$ cat src/rtl/riscv_v_pkg.sv
// Shared types and default sizes for the vector pipeline controller.
package riscv_v_pkg;

  localparam int DEF_NUM_STAGES = 4;
  localparam int DEF_CNT_W      = 16;

  typedef logic [DEF_NUM_STAGES-1:0] stage_mask_t;

endpackage

$ cat src/rtl/riscv_v_pipe_ctrl_slot.sv
// One stage of the valid/ready chain: holds the stage valid bit and derives load/move.
module riscv_v_pipe_ctrl_slot
  import riscv_v_pkg::*;
(
  input  logic clk,
  input  logic rst,
  input  logic up_move,
  input  logic nxt_rdy,
  input  logic busy,
  input  logic flush,
  input  logic mask,
  output logic load,
  output logic move,
  output logic valid,
  output logic stage_flush
);

  // A flush cycle freezes all movement; only masked stages are invalidated.
  assign move        = ~flush & valid & ~busy & nxt_rdy;
  assign load        = ~flush & (~valid | move);
  assign stage_flush = flush & mask;

  always_ff @(posedge clk or posedge rst) begin
    if (rst) begin
      valid <= 1'b0;
    end else if (stage_flush) begin
      valid <= 1'b0;
    end else if (load) begin
      valid <= up_move;
    end
  end

endmodule

$ cat src/rtl/riscv_v_pipe_ctrl.sv
// Valid/ready sequencer for a linear chain of stage registers, with masked flush and stall statistics.
module riscv_v_pipe_ctrl
  import riscv_v_pkg::*;
#(
  parameter int NUM_STAGES = DEF_NUM_STAGES,
  parameter int CNT_W      = DEF_CNT_W
) (
  input  logic                            clk,
  input  logic                            rst,
  input  logic                            in_valid,
  output logic                            in_ready,
  output logic                            out_valid,
  input  logic                            out_ready,
  input  logic [NUM_STAGES-1:0]           stage_busy,
  input  logic                            flush,
  input  logic [NUM_STAGES-1:0]           flush_mask,
  output logic [NUM_STAGES-1:0]           stage_en,
  output logic [NUM_STAGES-1:0]           stage_flush,
  output logic [NUM_STAGES-1:0]           stage_valid,
  output logic [$clog2(NUM_STAGES+1)-1:0] occupancy,
  output logic [CNT_W-1:0]                stall_cnt,
  input  logic                            stall_cnt_clr
);

  localparam int OCC_W = $clog2(NUM_STAGES+1);

  function automatic logic [OCC_W-1:0] popcount(input logic [NUM_STAGES-1:0] v);
    logic [OCC_W-1:0] n;
    n = '0;
    for (int k = 0; k < NUM_STAGES; k++) begin
      n = n + OCC_W'(v[k]);
    end
    return n;
  endfunction

  logic stall_inc;

  // Per-stage signals live in separate generate scopes so the ready chain is not one self-dependent vector.
  for (genvar i = 0; i < NUM_STAGES; i++) begin : g_stage
    logic nxt_rdy_l;
    logic up_move_l;
    logic load_l;
    logic move_l;
    logic valid_l;
    logic flush_l;

    if (i == NUM_STAGES-1) begin : g_last
      assign nxt_rdy_l = out_ready;
    end else begin : g_mid
      assign nxt_rdy_l = g_stage[i+1].load_l;
    end

    if (i == 0) begin : g_first
      assign up_move_l = in_valid & load_l;
    end else begin : g_rest
      assign up_move_l = g_stage[i-1].move_l;
    end

    riscv_v_pipe_ctrl_slot u_slot (
      .clk         (clk),
      .rst         (rst),
      .up_move     (up_move_l),
      .nxt_rdy     (nxt_rdy_l),
      .busy        (stage_busy[i]),
      .flush       (flush),
      .mask        (flush_mask[i]),
      .load        (load_l),
      .move        (move_l),
      .valid       (valid_l),
      .stage_flush (flush_l)
    );

    assign stage_en[i]    = ~rst & load_l;
    assign stage_flush[i] = ~rst & flush_l;
    assign stage_valid[i] = valid_l;
  end

  assign in_ready  = ~rst & g_stage[0].load_l;
  assign out_valid = ~rst & ~flush & stage_valid[NUM_STAGES-1] & ~stage_busy[NUM_STAGES-1];
  assign occupancy = popcount(stage_valid);

  // Output stall: the oldest item is present but cannot leave this cycle.
  assign stall_inc = stage_valid[NUM_STAGES-1] & ~flush &
                     (~out_ready | stage_busy[NUM_STAGES-1]);

  always_ff @(posedge clk or posedge rst) begin
    if (rst) begin
      stall_cnt <= '0;
    end else if (stall_cnt_clr) begin
      stall_cnt <= '0;
    end else if (stall_inc && (stall_cnt != '1)) begin
      stall_cnt <= stall_cnt + CNT_W'(1);
    end
  end

endmodule

$ cat config.mk
export PLATFORM = sky130hd
export DESIGN_NAME = riscv_v_pipe_ctrl
export DESIGN_NICKNAME = d
export VERILOG_FILES = /design/src/rtl/riscv_v_pkg.sv /design/src/rtl/riscv_v_pipe_ctrl_slot.sv /design/src/rtl/riscv_v_pipe_ctrl.sv
export SDC_FILE = /design/constraint.sdc
export NUM_CORES = 1
export LEC_CHECK = 0
export ABC_AREA = 1
export CAP_MARGIN = 10
export CORE_ASPECT_RATIO = 0.5
export CORE_MARGIN = 1.5
export CORE_UTILIZATION = 32
export DETAILED_ROUTE_END_ITERATION = 8
export PLACE_DENSITY = 0.72
export SYNTH_ARGS = -nofsm -noshare
export SYNTH_HDL_FRONTEND = slang
export SYNTH_SLANG_ARGS = --single-unit
$ cat constraint.sdc
create_clock -name clk -period 1.63 [get_ports clk]
set_clock_uncertainty 0.05 [all_clocks]
set_input_delay 0.2445 -clock clk [delete_from_list [all_inputs] [get_ports clk]]
set_output_delay 0.2445 -clock clk [all_outputs]
set_load 0.05 [all_outputs]
Yosys cells after proc, flatten, opt, wreduce, memory -nomap -nowiden:

Index checks and enable logic that the tools add are counted.

* register bits after elaboration: 20
* bits of input ports: 14
* output and inout port bits: 33
* logic and storage cells: 75

* add/subtract/negate cells: 4
* eq/ne operators: 1
* mux-type cells: 10
* bitwise gates (word level): 49
* reduce and logical (&&, ||, !) cells: 6

Operators by type and width (count)
* $and A1 B1 Y1: 33
* $mux W16: 2
* $add A16 B1 Y16 const B: 1
* $ne A16 B16 Y1 const B: 1
* $not A1 Y1: 11
* $reduce_bool A2 Y1: 5
* $mux W1: 8
* $or A1 B1 Y1: 5
* $add A2 B1 Y3: 1
* $add A3 B1 Y3: 1
* $add A1 B1 Y2: 1
* $logic_and A1 B1 Y1: 1

Depth between registers and ports, before layout:

Gate-level depths: netlist (run 1).

* depth in word-level cells: 18
* depth in mapped cells: 11

Hierarchy:

Synthesis (run 1) repeated with hierarchy kept, for this count alone.

* cells, all modules: 241
* area total of the unflattened synthesis: 1521.5 um2

By module, submodules not included
* riscv_v_pipe_ctrl: times used 1, cells each 185, area an instance 1201.2 um2
* riscv_v_pipe_ctrl_slot: times used 4, cells each 14, area an instance 80.1 um2

Least setup slack after synthesis (run 1):

OpenSTA, ideal clock, no wires.

* kind: register -> output
* start: register g_stage[2].u_slot.valid
* end: output port stage_en[0]
* arrival time: 2.107 ns
* data required time: 1.336 ns
* setup slack: -0.772 ns
* stages on the path, launching flop included: 10
* buffers on the path: 1
* cells stage by stage: dfrtp_1 inv_1 nor2_1 nand3_1 nand2_1 nand2_1 nand2_1 nand3_1 a21oi_1 buf_4

* cells in the longest elaborated chain, start to end: 12

RTL lines
* from (decl): RTL line riscv_v_pipe_ctrl_slot.sv:14 `output logic valid,`
* from (signal assigned): RTL line riscv_v_pipe_ctrl_slot.sv:29 `valid <= up_move;`
* $and A1 B1 Y1 (3 in series): RTL line riscv_v_pipe_ctrl_slot.sv:19 `assign move = ~flush & valid & ~busy & nxt_rdy;`
* $or A1 B1 Y1 *: RTL line riscv_v_pipe_ctrl_slot.sv:20 `assign load = ~flush & (~valid | move);`
* $and A1 B1 Y1 *: RTL line riscv_v_pipe_ctrl_slot.sv:20
* $and A1 B1 Y1 *: RTL line riscv_v_pipe_ctrl_slot.sv:19
* $or A1 B1 Y1 *: RTL line riscv_v_pipe_ctrl_slot.sv:20
* $and A1 B1 Y1 *: RTL line riscv_v_pipe_ctrl_slot.sv:20
* $and A1 B1 Y1 *: RTL line riscv_v_pipe_ctrl_slot.sv:19
* $or A1 B1 Y1 *: RTL line riscv_v_pipe_ctrl_slot.sv:20
* $and A1 B1 Y1 *: RTL line riscv_v_pipe_ctrl_slot.sv:20
* $and A1 B1 Y1 *
* to (decl): RTL line riscv_v_pipe_ctrl.sv:17 `output logic [NUM_STAGES-1:0] stage_en,`

Mark *: on every way between the ends. The rest lies on a longest branch, timed or not.

Worst setup path in the final report (run 1):

* start: register g_stage[0].u_slot.valid
* end: output port occupancy[1]

* cells in the longest elaborated chain, start to end: 3

RTL lines
* from (decl): RTL line riscv_v_pipe_ctrl_slot.sv:14
* from (signal assigned): RTL line riscv_v_pipe_ctrl_slot.sv:29
* $add A1 B1 Y2: RTL line riscv_v_pipe_ctrl.sv:31 `n = n + OCC_W'(v[k]);`
* $add A2 B1 Y3: RTL line riscv_v_pipe_ctrl.sv:31
* $add A3 B1 Y3: RTL line riscv_v_pipe_ctrl.sv:31
* to (decl): RTL line riscv_v_pipe_ctrl.sv:20 `output logic [$clog2(NUM_STAGES+1)-1:0] occupancy,`

Every way passes these cells.

==> impl_metrics.tcl, run 1 <==
set metrics [dict create \
    critPathTopFamily "adder cells" \
    diodes 0 \
    root_buffer "clkbuf_8" \
    final-seq-area_um2 519.2 \
    antenna_found_initial 0 \
    multi_input_area_mm2 0.001015 \
    path_class "register to output pin" \
    cts_max_path_buffers 2 \
    routed_via_density 5.062 \
    cp.arrival_ps 1820 \
    die-area_mm2 0.005133 \
    gr-total-overflow 0 \
    route.detailed.wl_per_inst_um 13.98 \
    drive_gt1_frac 0.5376 \
    syn2layout_area_growth_pct 76.73 \
    cp-start-kind "register" \
    slowest_delay_ps 550 \
    post-route-period-util 1.297 \
    finalWirelength_um 4515 \
    relSlewSlack 0.7551 \
    synth-seq-cells 20 \
    synthDistinctLibCells 32 \
    holdWs_ps 234.9 \
    crit_path_max_fanout 2 \
    slowest_stage "fa_1" \
    p_per_area_mw_per_mm2 952.4 \
    dp_worst_setup_slack_ps -340.7 \
    die_x_um 99.83 \
    worstMarginPinSlew_ps 364.6 \
    ir_drop_v 0.001726 \
    path_cells "inv_2 -> fa_1 -> inv_2 -> ha_4 -> ha_4 -> buf_12" \
    num_io_pins 47 \
    maxCapViolCount 0 \
    syn_area_per_cell_um2 7.773 \
    nNetsFinal 285 \
    die_h_um 51.42 \
    grt_max_degree 21 \
    grt_pass1_wl_um 7445 \
    crit_start "g_stage[0].u_slot.valid" \
    synth_seq_area_share 0.3336 \
    rr_worst_depth 15 \
    clk_latency_ps 260 \
    ys_warn_count 0 \
    r2r-start "g_stage[3].u_slot.valid" \
    final_util 0.5964 \
    cts_buffers 3 \
    nFillCells 367 \
    grt_use_total 0.1850 \
    hold_buffers 0 \
    drtPass1Iterations 4 \
    setup_ws_ps -484.2 \
    drcViolationCount 0 \
    gp_congestion 0.8520 \
    cp.depth 6 \
    cts.sinks 20 \
    h-tree-depth 1 \
    synth_cells 193 \
    grt_pass1_vias 1657 \
    drv_slew 0 \
    hold_viol_final 0 \
    violations "negative setup slack" \
    p_leak_nw 1.158 \
    design.core.area_mm2 0.004446 \
    setup_viol 9 \
    rsz0062_at_grt "true" \
    period_needed_ps 2114 \
    cts_tree "done" \
    hp-class "primary input to async pin" \
    crit_buf_inv 3 \
    numPortBuffers 46 \
    syn-cell-area_mm2 0.001500 \
    crit_required_ps 1340 \
    post-dp-hpwl_um 3341 \
    drt-initial-drc-count 111 \
    fmax_ghz 0.4730 \
    initial_core_util 0.3375 \
    setup_tns_ps -2634 \
    rows 17 \
    path_clk_slew_ps 80 \
    cp-end-kind "output pin" \
    ant_nets 0 \
    synthesis.nets 211 \
    run_status "finished with violations" \
    vias 1635 \
]
-- stage by stage --
step,power (mW),std cells,instance area (um2)
after floorplan,1.342,193,1570
after global placement,1.893,310,2357
after detailed placement,1.911,310,2357
after CTS,2.441,320,2527
after global routing,2.663,323,2651
final,2.525,323,2651
-- per-layer routing --
layer / up-vias / track usage / wire length [um] / part of all wire
met1: 782 / 0.2152 / 1783 / 0.39
li1: 778 / - / - / -
met4: 0 / 0.05164 / 53 / 0.012
met3: 6 / 0.05198 / 329 / 0.073
met5: - / 0 / 0 / 0
met2: 69 / 0.3379 / 2348 / 0.52
-- worst register-to-register path: stages, from the launching register on --
cell and delay [ps]:
dfrtp_1 410, buf_6 130, buf_6 110, nand2_4 70, nand3_4 70, nand2_2 70
nand2_2 70, nand2_4 80, nand3_4 80, buf_6 120, buf_6 100, buf_6 100
buf_6 110, nand2_2 40, nand2_1 50, nand2_1 50
-- area by class of cell --
type,count,share of cell area
clock buffer,4,0.02076
inverter,25,0.03728
multi-input combinational,139,0.3827
sequential,20,0.1958
tap,57,0.02690
timing repair buffer,78,0.3365
-- placed cells by master (no fill, tap or decap), drive strengths merged --
| cell | count |
|---|---|
| buf | 65 |
| nand2 | 53 |
| inv | 25 |
| dfrtp | 20 |
| nor2 | 18 |
| nand3 | 16 |
| o21ai | 13 |
| nand4 | 13 |
| clkdlybuf4s50 | 9 |
| nor3 | 8 |
| xor2 | 4 |
| clkbuf | 4 |
| ha | 3 |
| a21oi | 3 |
| o31ai | 2 |
| dlymetal6s2s | 2 |
| dlygate4sd2 | 2 |
| and3 | 1 |
| o21bai | 1 |
| nor4 | 1 |
| xnor2 | 1 |
| or2 | 1 |
| fa | 1 |
-- path summary, 6_finish.rpt --
kind | endpoint | slack [ps]
max in group asynchronous | stall_cnt[10] | 1060
hold reg to reg | stall_cnt[1] | 510
hold / removal | stall_cnt[13] | 230
setup / recovery | occupancy[1] | -480
min in group clk | g_stage[3].u_slot.valid | 460
setup reg to reg | g_stage[0].u_slot.valid | -130
-- flip-flops by register name, indices dropped and copies added (netlist names) --
| name | flops |
|---|---|
| g_stage.u_slot.valid | 4 |
| stall_cnt | 16 |
-- cell usage after synthesis --
master    count  area share
xor2_1        4       0.023
nor2_1       17       0.043
inv_1        19       0.048
fa_1          1       0.013
nor3_1        3       0.010
xnor2_1       1      0.0058
nand3_1      13       0.043
buf_2         1      0.0033
nor2_4        1      0.0075
o21ai_0       3       0.010
o21ai_1       2      0.0067
nand2_1      50        0.13
nand4_2       7       0.058
o21ai_2       8       0.047
a21oi_1       3       0.010
nand4_1       6       0.025
nand2_4       2       0.015
nor3_4        1       0.011
clkbuf_1      1      0.0025
ha_1          3       0.025
inv_2         6       0.015
nand2_2       1      0.0042
or2_2         1      0.0042
nand3_2       3       0.020
dfrtp_1      20        0.33
o21bai_1      1      0.0050
nor4_1        1      0.0042
nor3_2        4       0.027
buf_6         2       0.015
o31ai_1       2       0.010
buf_4         5       0.025
and3_2        1      0.0050
-- repair_timing --
item	CTS	global route
resized for setup	21	27
setup buffers	6	9
pin swaps	9	10
hold endpoints to repair	0	0
setup endpoints to repair	8	29
cloned	0	0
-- power by group --
group          switching [mW]  internal [mW]
Sequential             0.0243          0.532
Clock                   0.175          0.215
Combinational           0.848          0.731
-- cells by family after synthesis --
group                    after synthesis  synth area share
AND/OR/NAND/NOR                      111            0.4020
AO/OA/AOI/OAI                         19           0.08840
flip-flops                            20            0.3336
buffers and inverters                 34            0.1084
adder cells (fa/ha/maj)                4           0.03837
XOR/XNOR                               5           0.02919
Note: power is estimated with default switching activity, not from simulation.
==> inputs of run 2 (changes only) <==
--- a/config.mk
+++ b/config.mk
@@ -13,4 +13,6 @@
 export DETAILED_ROUTE_END_ITERATION = 8
 export PLACE_DENSITY = 0.72
+export SETUP_SLACK_MARGIN = 0.4
+export SLEW_MARGIN = 25
 export SYNTH_ARGS = -nofsm -noshare
 export SYNTH_HDL_FRONTEND = slang
==> constraint.sdc (replaced) <==
create_clock -name clk -period 1.63 [get_ports clk]
set_clock_uncertainty 0.05 [all_clocks]
set_input_delay 0.326 -clock clk [delete_from_list [all_inputs] [get_ports clk]]
set_output_delay 0.326 -clock clk [all_outputs]
set_load 0.05 [all_outputs]
==> run 2 against run 1 <==
  * Die area stayed put
  * Global-route usage is 6.8 points higher
  * The flow still finishes with violations (negative setup slack)
  * Clock power is 6.4% higher
  * Cell count is 18% higher
==> impl_metrics.tcl, run 2 (synthesized netlist as in run 1, its figures left out) <==
set metrics [dict create \
    die-area_mm2 0.005133 \
    cp.arrival_ps 2470 \
    fmax_ghz 0.4346 \
    dr_wl_met3_um 708 \
    cp-end-kind "register" \
    rr_worst_depth 17 \
    grt_use_total 0.2533 \
    rsz0062_at_grt "true" \
    drt-initial-drc-count 123 \
    root_buffer "clkbuf_8" \
    layout_common_cells "buf_4 (57), buf_12 (37), nand2_1 (27), buf_6 (27), dfrtp_2 (16)" \
    setup_ws_ps -671.2 \
    die_h_um 51.42 \
    p_leak_nw 1.651 \
    num_io_pins 47 \
    path_clk_slew_ps 90 \
    nNetsFinal 342 \
    path_class "register to register" \
    post-route-period-util 1.412 \
    drt-met1-wl_um 3087 \
    cts_tree "done" \
    placedCellCount 319 \
    relSlewSlack 0.7693 \
    final_util 0.8216 \
    initial_core_util 0.3375 \
    drtPass1Iterations 4 \
    post-dp-hpwl_um 3582 \
    mostFrequentLayoutCell "buf_4" \
    r2r_slack_ps -670 \
    die_x_um 99.83 \
    dr_wl_met2_um 3793 \
    grt_pass1_wl_um 9977 \
    setup_viol 14 \
    r2r-start "g_stage[3].u_slot.valid" \
    crit_start "g_stage[3].u_slot.valid" \
    cp-start-kind "register" \
    grt_pass1_vias 1943 \
    cts.sinks 20 \
    drcViolationCount 0 \
    finalWirelength_um 7816 \
    crit_required_ps 1800 \
    gp_congestion 0.9149 \
    p_per_area_mw_per_mm2 814.8 \
    syn2layout_area_growth_pct 143.5 \
    dpl_cell_area_mm2 0.002713 \
    routed_via_density 5.342 \
    fin_area_mm2 0.003652 \
    nFillCells 196 \
    setup_tns_ps -6284 \
    fin_cells 380 \
    drv_slew 0 \
    clk_latency_ps 270 \
    hold_viol_final 0 \
    rows 17 \
    route.detailed.wl_per_inst_um 20.57 \
    worstSetupEndpoint "g_stage[0].u_slot.valid" \
    h-tree-depth 1 \
    vias 2030 \
    ir_drop_v 0.001403 \
    period_needed_ps 2301 \
    gr-total-overflow 0 \
    ant_nets 0 \
    maxCapViolCount 0 \
    antenna_found_initial 0 \
    run_status "finished with violations" \
    design.core.area_mm2 0.004446 \
    cts_max_path_buffers 2 \
    numPortBuffers 46 \
    hp-class "primary input to async pin" \
    violations "negative setup slack" \
    diodes 0 \
    top_regs "stall_cnt: 16 flops, g_stage.u_slot.valid: 4 flops" \
    worstMarginPinSlew_ps 342.4 \
    grt_max_degree 21 \
    cts_buffers 3 \
    drive_gt1_frac 0.7245 \
    reg2reg_to "g_stage[0].u_slot.valid" \
    top_layer "met4" \
    largest_register_ffs 16 \
    largest-register "stall_cnt" \
    crit_path_max_fanout 4 \
]
-- run 2: metal layers --
metal / vias up / GRT usage
li1: 899 / -
met1: 984 / 0.3134
met2: 119 / 0.4467
met3: 28 / 0.07114
met4: 0 / 0.05164
met5: - / 0
-- run 2: worst min-delay path by stage --
stage / from / endpoint / depth (start not counted)
after global placement: stall_cnt[9] / stall_cnt[9] / 2
final: rst / g_stage[1].u_slot.valid / 4
after CTS: rst / stall_cnt[8] / 4
after global routing: rst / g_stage[1].u_slot.valid / 4
after detailed placement: stall_cnt[9] / stall_cnt[9] / 2
after floorplan: stall_cnt_clr / stall_cnt[3] / 1
-- run 2: per-stage QoR --
stage | hold WS [ps] | setup slack (ps) | total power, mW
6_report | 246.2 | -671.2 | 2.976
3_3_place_gp | 500.7 | -519.8 | 2.010
3_5_place_dp | 518.8 | -589.4 | 2.018
2_1_floorplan | 369.9 | -291.7 | 1.371
5_1_grt | 281.3 | -746.1 | 3.054
4_1_cts | 233.8 | -579.7 | 2.647
-- run 2: final cells by class --
class / count / area [um2] / area share
tap: 57 / 71.32 / 0.01953
timing repair buffer: 135 / 1612 / 0.4412
sequential: 20 / 520.5 / 0.1425
inverter: 25 / 126.4 / 0.03460
clock buffer: 4 / 55.05 / 0.01507
multi-input combinational: 139 / 1267 / 0.3470
-- run 2: power breakdown --
part           internal (mW)  switching [mW]
sequential             0.532          0.0367
clock                  0.216           0.199
combinational          0.959            1.03
-- run 2: timing repair --
item	in CTS	in global routing
setup buffers	42	15
hold buffers	0	0
endpoints found under the setup margin	52	53
resized for setup	88	46
hold endpoints to repair	0	0
pin swaps	26	24
-- run 2: critical path: stages, from the launching register on --
cell     delay [ps]
dfrtp_1         420
buf_4           150
buf_6           130
nand2_4          80
nand3_4          90
nand2_4          80
nand2_4          60
nand2_4          90
nand3_4          90
buf_4           150
buf_4           130
buf_4           120
buf_4           130
buf_4           120
buf_4           140
nand2_1          80
nand2_1          70
nand2_1          70
